$ cat src/rtl/mem_arb_pkg.sv
// mem_arb_pkg: shared FSM state encoding, requester IDs and a small helper
// used by mem_arbiter.
package mem_arb_pkg;

    typedef enum logic [1:0] {
        IDLE  = 2'd0,
        ISSUE = 2'd1,
        WAIT  = 2'd2,
        RESP  = 2'd3
    } arb_state_e;

    localparam logic REQ_IFETCH = 1'b0;
    localparam logic REQ_DATA   = 1'b1;

    // Preload for the WAIT countdown: WAIT lasts latency-1 cycles, and the
    // counter runs down to zero inclusive, so it starts at latency-2.
    function automatic logic [1:0] wait_preload(input int latency);
        return (latency >= 2) ? 2'(latency - 2) : 2'd0;
    endfunction

endpackage

$ cat src/rtl/mem_arbiter.sv
// mem_arbiter: shares one single-port block RAM between an instruction-fetch
// requester (read-only) and a data requester (read/write). One transaction is
// in flight at a time: IDLE -> ISSUE -> WAIT (MEM_LATENCY-1 cycles) -> RESP.
// The response (x_rvalid / x_rdata) is registered and appears the cycle after
// RESP, giving 2+MEM_LATENCY cycles from acceptance to rvalid.
// Optional build macro MEM_ARB_DATA_PRIORITY_EN: when defined, the data
// requester always wins a tie and no round-robin state exists; otherwise
// ties alternate, with fetch winning the first tie after reset.
module mem_arbiter
    import mem_arb_pkg::*;
#(
    parameter int XLEN        = 32,
    parameter int ADDR_WIDTH  = 16,
    parameter int MEM_LATENCY = 1
) (
    input  logic                  clk,
    input  logic                  reset,
    // instruction-fetch requester
    input  logic                  i_valid,
    output logic                  i_ready,
    input  logic [ADDR_WIDTH-1:0] i_addr,
    output logic                  i_rvalid,
    output logic [XLEN-1:0]       i_rdata,
    // data requester
    input  logic                  d_valid,
    output logic                  d_ready,
    input  logic                  d_we,
    input  logic [XLEN/8-1:0]     d_wstrb,
    input  logic [ADDR_WIDTH-1:0] d_addr,
    input  logic [XLEN-1:0]       d_wdata,
    output logic                  d_rvalid,
    output logic [XLEN-1:0]       d_rdata,
    // block-RAM side
    output logic                  mem_en,
    output logic [XLEN/8-1:0]     mem_we,
    output logic [ADDR_WIDTH-1:0] mem_addr,
    output logic [XLEN-1:0]       mem_wdata,
    input  logic [XLEN-1:0]       mem_rdata
);

    localparam int STRB_W = XLEN / 8;
    localparam logic [1:0] WAIT_INIT = wait_preload(MEM_LATENCY);

    arb_state_e            state_q, state_d;
    logic                  owner_q, owner_d;
    logic [ADDR_WIDTH-1:0] addr_q, addr_d;
    logic [XLEN-1:0]       wdata_q, wdata_d;
    logic [STRB_W-1:0]     wstrb_q, wstrb_d;
    logic [1:0]            cnt_q, cnt_d;
    logic                  run_q;
    logic                  i_rvalid_q, d_rvalid_q;
    logic [XLEN-1:0]       i_rdata_q, d_rdata_q;

    logic                  grant_valid;
    logic                  grant_id;
    logic                  accept_ok;
    logic                  accept;

`ifndef MEM_ARB_DATA_PRIORITY_EN
    logic                  last_q;

    // Remember who was served last so the other side wins the next tie.
    always_ff @(posedge clk or posedge reset) begin
        if (reset) begin
            last_q <= REQ_DATA;
        end else if (accept) begin
            last_q <= grant_id;
        end
    end
`endif

    // Pick the requester to offer ready to: a lone requester directly,
    // a tie by priority or by round-robin.
    always_comb begin
        grant_valid = i_valid | d_valid;
        grant_id    = REQ_IFETCH;
        if (i_valid && d_valid) begin
`ifdef MEM_ARB_DATA_PRIORITY_EN
            grant_id = REQ_DATA;
`else
            grant_id = ~last_q;
`endif
        end else if (d_valid) begin
            grant_id = REQ_DATA;
        end
    end

    // Requests are taken only in IDLE, out of reset, and once the previous
    // response pulse has been delivered.
    assign accept_ok = run_q && (state_q == IDLE) && !i_rvalid_q && !d_rvalid_q;
    assign accept    = accept_ok && grant_valid;
    assign i_ready   = accept_ok && i_valid && (grant_id == REQ_IFETCH);
    assign d_ready   = accept_ok && d_valid && (grant_id == REQ_DATA);

    // Next-state logic: capture the request on acceptance, then walk the
    // memory access through ISSUE, the latency countdown and RESP.
    always_comb begin
        state_d = state_q;
        owner_d = owner_q;
        addr_d  = addr_q;
        wdata_d = wdata_q;
        wstrb_d = wstrb_q;
        cnt_d   = cnt_q;
        unique case (state_q)
            IDLE: begin
                if (accept) begin
                    owner_d = grant_id;
                    if (grant_id == REQ_DATA) begin
                        addr_d  = d_addr;
                        wdata_d = d_wdata;
                        wstrb_d = d_we ? d_wstrb : '0;
                    end else begin
                        addr_d  = i_addr;
                        wdata_d = '0;
                        wstrb_d = '0;
                    end
                    state_d = ISSUE;
                end
            end
            ISSUE: begin
                if (MEM_LATENCY == 1) begin
                    state_d = RESP;
                end else begin
                    cnt_d   = WAIT_INIT;
                    state_d = WAIT;
                end
            end
            WAIT: begin
                if (cnt_q == 2'd0) begin
                    state_d = RESP;
                end else begin
                    cnt_d = cnt_q - 2'd1;
                end
            end
            RESP: begin
                state_d = IDLE;
            end
            default: begin
                state_d = IDLE;
            end
        endcase
    end

    // FSM and captured-request registers.
    always_ff @(posedge clk or posedge reset) begin
        if (reset) begin
            state_q <= IDLE;
            owner_q <= REQ_IFETCH;
            addr_q  <= '0;
            wdata_q <= '0;
            wstrb_q <= '0;
            cnt_q   <= 2'd0;
            run_q   <= 1'b0;
        end else begin
            state_q <= state_d;
            owner_q <= owner_d;
            addr_q  <= addr_d;
            wdata_q <= wdata_d;
            wstrb_q <= wstrb_d;
            cnt_q   <= cnt_d;
            run_q   <= 1'b1;
        end
    end

    // Register the response for the owner only; rdata changes only together
    // with its rvalid pulse and holds otherwise.
    always_ff @(posedge clk or posedge reset) begin
        if (reset) begin
            i_rvalid_q <= 1'b0;
            d_rvalid_q <= 1'b0;
            i_rdata_q  <= '0;
            d_rdata_q  <= '0;
        end else begin
            i_rvalid_q <= (state_q == RESP) && (owner_q == REQ_IFETCH);
            d_rvalid_q <= (state_q == RESP) && (owner_q == REQ_DATA);
            if ((state_q == RESP) && (owner_q == REQ_IFETCH)) begin
                i_rdata_q <= mem_rdata;
            end
            if ((state_q == RESP) && (owner_q == REQ_DATA)) begin
                d_rdata_q <= mem_rdata;
            end
        end
    end

    assign mem_en    = (state_q == ISSUE);
    assign mem_we    = (state_q == ISSUE) ? wstrb_q : '0;
    assign mem_addr  = addr_q;
    assign mem_wdata = wdata_q;

    assign i_rvalid  = i_rvalid_q;
    assign d_rvalid  = d_rvalid_q;
    assign i_rdata   = i_rdata_q;
    assign d_rdata   = d_rdata_q;

endmodule

$ cat config.mk
export PLATFORM = sky130hd
export DESIGN_NAME = mem_arbiter
export DESIGN_NICKNAME = d
export VERILOG_FILES = /design/src/rtl/mem_arb_pkg.sv /design/src/rtl/mem_arbiter.sv
export SDC_FILE = /design/constraint.sdc
export NUM_CORES = 1
export LEC_CHECK = 0
export ABC_AREA = 1
export CAP_MARGIN = 15
export CELL_PAD_IN_SITES_DETAIL_PLACEMENT = 1
export CELL_PAD_IN_SITES_GLOBAL_PLACEMENT = 1
export CORE_MARGIN = 2
export CORE_UTILIZATION = 32
export CTS_BUF_LIST = sky130_fd_sc_hd__clkbuf_16
export DETAILED_ROUTE_END_ITERATION = 10
export GPL_ROUTABILITY_DRIVEN = 0
export PLACE_DENSITY_LB_ADDON = 0.1
export RECOVER_POWER = 25
export SETUP_SLACK_MARGIN = 0.4
export SLEW_MARGIN = 5
export SYNTH_ARGS = -nofsm -noshare
export SYNTH_HDL_FRONTEND = slang
export SYNTH_SLANG_ARGS = --single-unit
$ cat constraint.sdc
create_clock -name clk -period 6.9 [get_ports clk]
set_input_delay 1.38 -clock clk [delete_from_list [all_inputs] [get_ports clk]]
set_output_delay 1.38 -clock clk [all_outputs]
set_load 0.02 [all_outputs]
### Word-level counts from Yosys, hierarchy flattened

Cells that the tools add are included.

* add/subtract/negate cells: 1
* equal/unequal tests: 5
* mux-type cells: 10
* bitwise operators: 5
* reduce and logical (&&, ||, !) cells: 18

Operators with widths (number)
* $mux 32: 1
* $mux 16: 1
* $mux 4: 3
* $logic_and 1x1->1: 11
* $pmux 2 s4: 1
* $reduce_and 2->1: 3
* $eq 2x2->1 const B: 2
* $logic_not 2->1: 2
* $mux 2: 2
* $ne 2x2->1 const B: 2
* $not 1->1: 4
* $eq 2x1->1 const B: 1
* $logic_not 1->1: 2
* $mux 1: 2
* $sub 2x1->2 const B: 1
* $or 1x1->1: 1

* bits in registers: 125
* input port bits: 105
* word-level logic and storage cells: 51

### Logic depth before layout (Yosys ltp)

Gate-level depths: netlist of the first run.

* word-level depth: 7
* mapped depth: 10
* depth with buffers taken out: 9

### Worst setup path after synthesis of the first run

No wires, ideal clock.

* path kind: input to output
* start point: in d_valid
* end point: out i_ready
* data arrival time: 2.209 ns
* setup slack: 3.311 ns
* stages: 4
* path buffers: 1
* cell sequence: inv_1 a21oi_4 buf_2 nor3_1

* longest elaborated chain between the ends: 4
* elaborated cells between the ends (all ways): 5
* classes of those cells: mux (2); bitwise (1); reduce/logical (2)

RTL lines
* start, declared: RTL line mem_arbiter.sv:25 `input logic d_valid,`
* $mux 1 or $logic_and 1x1->1 (tied branches): RTL line mem_arbiter.sv:83, mem_arbiter.sv:77
* $mux 1 *: RTL line mem_arbiter.sv:77 `if (i_valid && d_valid) begin`
* $not 1->1 *: RTL line mem_arbiter.sv:92 `assign i_ready = accept_ok && i_valid && (grant_id == REQ_IFETCH);`
* $logic_and 1x1->1 *: RTL line mem_arbiter.sv:92
* end, declared: RTL line mem_arbiter.sv:20 `output logic i_ready,`

Every way passes the cells marked *; elsewhere a longest branch is shown, timed or not.

### Worst setup path after layout of the first run

* start point: in d_valid
* end point: out d_ready

* longest elaborated chain between the ends: 3
* elaborated cells between the ends (all ways): 5
* classes of those cells: mux (2); reduce/logical (3)

RTL lines
* $mux 1 or $logic_and 1x1->1 (tied branches): RTL line mem_arbiter.sv:83, mem_arbiter.sv:77
* $mux 1: RTL line mem_arbiter.sv:77
* $logic_and 1x1->1 *: RTL line mem_arbiter.sv:93 `assign d_ready = accept_ok && d_valid && (grant_id == REQ_DATA);`
* end, declared: RTL line mem_arbiter.sv:26 `output logic d_ready,`

Marked as above.

==> run summary, run 1 <==
# H-tree levels - 4
outcome - finished with violations
first-pass GRT wire length - 25100 um
chip width - 129 um
Mapped Avg Cell Area - 8.78 um2
commonest non-fill, non-tap cell in the layout - nand2_1
endpoints failing setup - 0
clk_skew - 7.54 ps
cell area after synthesis - 5000 um2
Total GRT Usage - 0.193
Syn Inst Count - 570
WS Path Type - in2out
vias per cell - 4.46
clock latency on the worst-skew pair - 410 ps
grt total ovfl - 0
DRT iter0 DRCs - 182
Rel. slew slack - -0.924
Area growth, synth to finish - 59.7%
layout cells sized above 1 - 0.0448
Power Density - 488 nW/um2
Mapped Nets - 680
post-CTS setup buffer count - 0
fin nets - 902
core area - 15300 um2
DRT Pass-1 Iters - 4
initial core utilization - 0.328
WL per Instance - 15.4 um
CTS Buf Count - 17
min-delay worst type - reg2reg
HPWL Detailed - 11000 um
period utilization - 0.684
Final Power - 3.90 mW
Hold Buf Count CTS - 0
Slew Viols, Final - 182
Core Util, Final - 0.524
commonest non-fill, non-tap cells in the layout - nand2_1, clkdlybuf4s50_1, dfrtp_1, o21ai_0, inv_1
Worst-path clk slew - 60 ps
max-capacitance violation count - 3
Max VDD drop - 0.221 mV
io pins - 226
worst-path fanout max - 18
Port Buf Inserts - 225
top sig layer - met4
Synth top area share - 0.620
Root Driver - clkbuf_16
Startpoint Class - primary input
worst-margin pin slew - 2870 ps
largest cells by area after synthesis - dfrtp_1, nand2_1, o21ai_0, inv_1, ha_1
RSZ-0062 raised after global routing - no
total number of vias - 4527
Max Fclk - 212 MHz
leading area contributor after synthesis - dfrtp_1
setup TNS - 0 ps
Synthesis Warnings - 0
Critical Path AT - 3340 ps
final WL - 15600 um
post-cts sizing count - 0
CTS max path bufs - 2
TritonCTS clock tree - built
met2 WL post-DR - 7330 um
row cnt - 45
Distinct cells, synth - 20
DIE HEIGHT - 129 um
DR DRC count - 0
CTS Sinks - 125
Fin. Hold Viols - 0
#FFs+latches synth - 125
post-layout min period - 4720 ps
vias in the first global route - 4892
M1 WL - 6580 um
met3 routed WL - 1460 um
static leakage - 3.94 nW
worst path required time - 5520 ps
die area - 16600 um2
# diodes - 0
Seq/Total Area, Yosys - 0.626
violated checks - max-capacitance violations, max-slew violations
initial antenna violation count - 0
Worst Setup End Kind - output pin
largest net degree at the start of global routing - 66
ANT nets after route - 0
-- where the power goes --
group,internal [mW],switching [mW]
Sequential,1.08,0.192
Clock,0.559,0.320
Combinational,0.778,0.965
-- area by class of cell --
| type | instances | area [um2] |
|---|---|---|
| timing repair buffer | 229 | 2280 |
| multi-input combinational | 368 | 1550 |
| fill | 1765 | 7270 |
| clock inverter | 14 | 151 |
| clock buffer | 17 | 425 |
| inverter | 51 | 195 |
| sequential | 125 | 3130 |
| tap | 211 | 264 |
-- synthesized netlist by cell type --
library cell    n
buf_8           1
a21oi_4         1
buf_1           1
dfstp_2         1
nor2_4          1
conb_1          1
nand3_1         7
xor2_1          1
nand2_1       284
dfrtp_1       124
nor3_1          1
buf_2          11
buf_6           2
o21ai_0        65
inv_4           1
ha_1            5
inv_1          49
inv_2           1
nor2_1          2
clkbuf_1       11
-- through the flow --
stage / setup slack (ps) / area, um2 / hold slack, ps / std cells
after floorplan: 2190 / 5000 / 446 / 570
after CTS: 2170 / 7990 / 482 / 1014
after global placement: 2220 / 7410 / 460 / 983
final: 2180 / 7990 / 474 / 1015
after global routing: 2080 / 7990 / 502 / 1015
after detailed placement: 2170 / 7410 / 466 / 983
-- metal layers --
layer  vias to the layer above  global-route usage
li1                       2173                   -
met1                      2180               0.229
met2                       155               0.315
met3                        19              0.0855
met4                         0              0.0652
met5                         -                   0
-- critical path, stage by stage --
cell,delay (ps)
clkdlybuf4s50_1,460
inv_1,70
a21oi_4,430
inv_4,190
nor2_4,120
clkdlybuf4s50_1,680
-- flip-flops by register name, indices dropped and copies added (netlist names), 2 cells and up --
signal	count
cnt_q	2
d_rdata	32
i_rdata	32
mem_addr	16
mem_wdata	32
state_q	2
wstrb_q	4
-- path summary, 6_finish.rpt --
check	end	depth (start not counted)	startpoint	slack (ps)
worst min register to register	mem_addr[6]	2	mem_addr[6]	470
max in group asynchronous	mem_addr[11]	3	reset	2850
worst max-delay path	d_ready	6	d_valid	2180
worst max register to register	d_rdata[24]	4	state_q[0]	3940
min in group asynchronous	i_rdata[12]	2	reset	2240
worst min-delay path	mem_addr[6]	2	mem_addr[6]	470
-- kinds of logic after synthesis --
family / Yosys count / synth area share
AO/OA/AOI/OAI: 66 / 0.0683
XOR/XNOR: 1 / 0.00175
adder cells (fa/ha/maj): 5 / 0.0125
buffers and inverters: 77 / 0.0663
flip-flops: 125 / 0.626
other: 1 / 0.000750
AND/OR/NAND/NOR: 295 / 0.225
Power figures use the tool's default switching activity.
==> inputs of run 2 (changes only) <==
Settings changed: CORE_UTILIZATION 32 to 30.
Clock period 6.9 ns to 4.35 ns, I/O delays scaled along.
==> run 2 against run 1 <==
Non-clock buffer count grew 1. Largest power group unchanged. Global-route usage shrank 0.57 points. Critical path type unchanged. Largest cell class unchanged. The flow still finishes with violations (max-capacitance violations, max-slew violations). Count of clock-buffer cells in the layout is the same. Clock skew shrank 1.2 ps. Critical path depth shrank 1.
==> run summary, run 2 (synthesized netlist as in run 1, its figures left out) <==
grt total ovfl - 0 (unchanged)
WS Path Type - in2out (unchanged)
Area growth, synth to finish - 61.0% (was 59.7%)
Int Pwr - 3.90 mW (was 2.42 mW)
Port Buf Inserts - 225 (unchanged)
endpoints failing setup - 0 (unchanged)
total number of vias - 4490 (was 4527)
Rel. slew slack - -0.372 (was -0.924)
Slew Viols, Final - 156 (was 182)
DRT iter0 DRCs - 127 (was 182)
worst-path fanout max - 18 (unchanged)
ANT nets after route - 0 (unchanged)
Startpoint Class - primary input (unchanged)
period utilization - 0.837
RSZ-0062 raised after global routing - no (unchanged)
Sw Ratio - 0.379 (about the same)
DP Area - 7450 um2 (was 7410 um2)
max-capacitance violation count - 3 (unchanged)
design area - 8050 um2 (was 7990 um2)
CTS Buf Count - 17 (unchanged)
filler cell count - 1914 (was 1765)
layout cells sized above 1 - 0.0509 (was 0.0448)
TritonCTS clock tree - built (unchanged)
initial core utilization - 0.304 (was 0.328)
Worst Setup End Kind - output pin (unchanged)
violated checks - max-capacitance violations, max-slew violations (unchanged)
final WL - 16000 um (was 15600 um)
commonest non-fill, non-tap cell in the layout - nand2_1 (unchanged)
post-cts sizing count - 0 (unchanged)
Fin. Hold Viols - 0 (unchanged)
Max VDD drop - 0.324 mV (was 0.221 mV)
# H-tree levels - 4 (unchanged)
setup TNS - 0 ps (unchanged)
Gate power share - 0.441 (was 0.447)
commonest non-fill, non-tap cells in the layout - nand2_1, clkdlybuf4s50_1, dfrtp_1, o21ai_0, inv_1 (unchanged)
vias per cell - 4.38 (was 4.46)
hold_ws - 481 ps (was 474 ps)
CTS Sinks - 125 (unchanged)
Hold Buf Count CTS - 0 (unchanged)
vias in the first global route - 5027 (was 4892)
Power Density - 781 nW/um2 (was 488 nW/um2)
Root Driver - clkbuf_16 (unchanged)
die area - 17700 um2 (was 16600 um2)
worst-margin pin slew - 2060 ps (was 2870 ps)
Sw Pwr - 2.38 mW (was 1.48 mW)
fin nets - 903 (was 902)
CTS max path bufs - 2 (unchanged)
DIE HEIGHT - 133 um (was 129 um)
Final Power - 6.28 mW (was 3.90 mW)
Worst-path clk slew - 50 ps (was 60 ps)
Seq pwr share - 0.322 (was 0.327)
DR DRC count - 0 (unchanged)
first-pass GRT wire length - 26100 um (was 25100 um)
clk_skew - 6.35 ps (was 7.54 ps)
worst path required time - 3480 ps (was 5520 ps)
core area - 16500 um2 (was 15300 um2)
worst setup path start - i_valid (was d_valid)
clock latency on the worst-skew pair - 410 ps (about the same)
HPWL Detailed - 11300 um (was 11000 um)
Max Fclk - 275 MHz
min-delay src - mem_addr[11] (was mem_addr[6])
Clock power frac - 0.237 (was 0.226)
io pins - 226 (unchanged)
outcome - finished with violations (unchanged)
R2R cell count - 4 (unchanged)
row cnt - 47 (was 45)
WL per Instance - 15.6 um (was 15.4 um)
worst r2r src - state_q[0] (unchanged)
Total GRT Usage - 0.188 (was 0.193)
hold-critical path depth - 2 (unchanged)
initial antenna violation count - 0 (unchanged)
# diodes - 0 (unchanged)
post-CTS setup buffer count - 0 (unchanged)
DRT Pass-1 Iters - 4 (unchanged)
static leakage - 3.96 nW (was 3.94 nW)
post-layout min period - 3640 ps
largest net degree at the start of global routing - 66 (unchanged)
Critical Path AT - 2770 ps (was 3340 ps)
min-delay worst type - reg2reg (unchanged)
chip width - 133 um (was 129 um)
## run 2: path summary, 6_finish.rpt
check | end | slack [ps]
worst min-delay path | mem_addr[11] | 480
worst min register to register | mem_addr[11] | 480
worst max-delay path | d_ready | 710
max in group asynchronous | d_rdata[31] | 900
worst max register to register | d_rdata[25] | 1400
min in group asynchronous | mem_addr[13] | 1290
## run 2: area by class of cell
type	count	area [um2]	area share
inverter	51	195	0.0242
tap	220	275	0.0342
sequential	125	3130	0.389
clock inverter	15	196	0.0244
clock buffer	17	425	0.0528
timing repair buffer	230	2280	0.284
multi-input combinational	368	1550	0.192
## run 2: worst max-delay path, stage by stage
cell             delay, ps
clkdlybuf4s50_1        470
a21oi_4                450
inv_4                  180
nor2_4                 160
clkdlybuf4s50_1        620
## run 2: power groups by stage
stage          clock, mW  combinational, mW  sequential (mW)
2_1_floorplan          0              0.758             2.62
3_3_place_gp           0               2.74             2.01
3_5_place_dp           0               2.80             2.04
4_1_cts             1.53               2.82             2.03
5_1_grt             1.58               3.02             2.09
6_report            1.49               2.77             2.02
## run 2: routing by layer
metal | track usage | up-vias | part of all wire
li1 | - | 2174 | -
met4 | 0.0703 | 0 | 0.016
met2 | 0.311 | 149 | 0.48
met3 | 0.0772 | 19 | 0.085
met1 | 0.219 | 2148 | 0.42
met5 | 0 | - | 0
## run 2: through the flow
step | utilization | worst slack [ps] | instances
2_1_floorplan | - | 1780 | 570
3_3_place_gp | 0.452 | 707 | 993
3_5_place_dp | 0.452 | 686 | 993
4_1_cts | 0.490 | 686 | 1025
5_1_grt | 0.489 | 303 | 1026
6_report | 0.489 | 710 | 1026
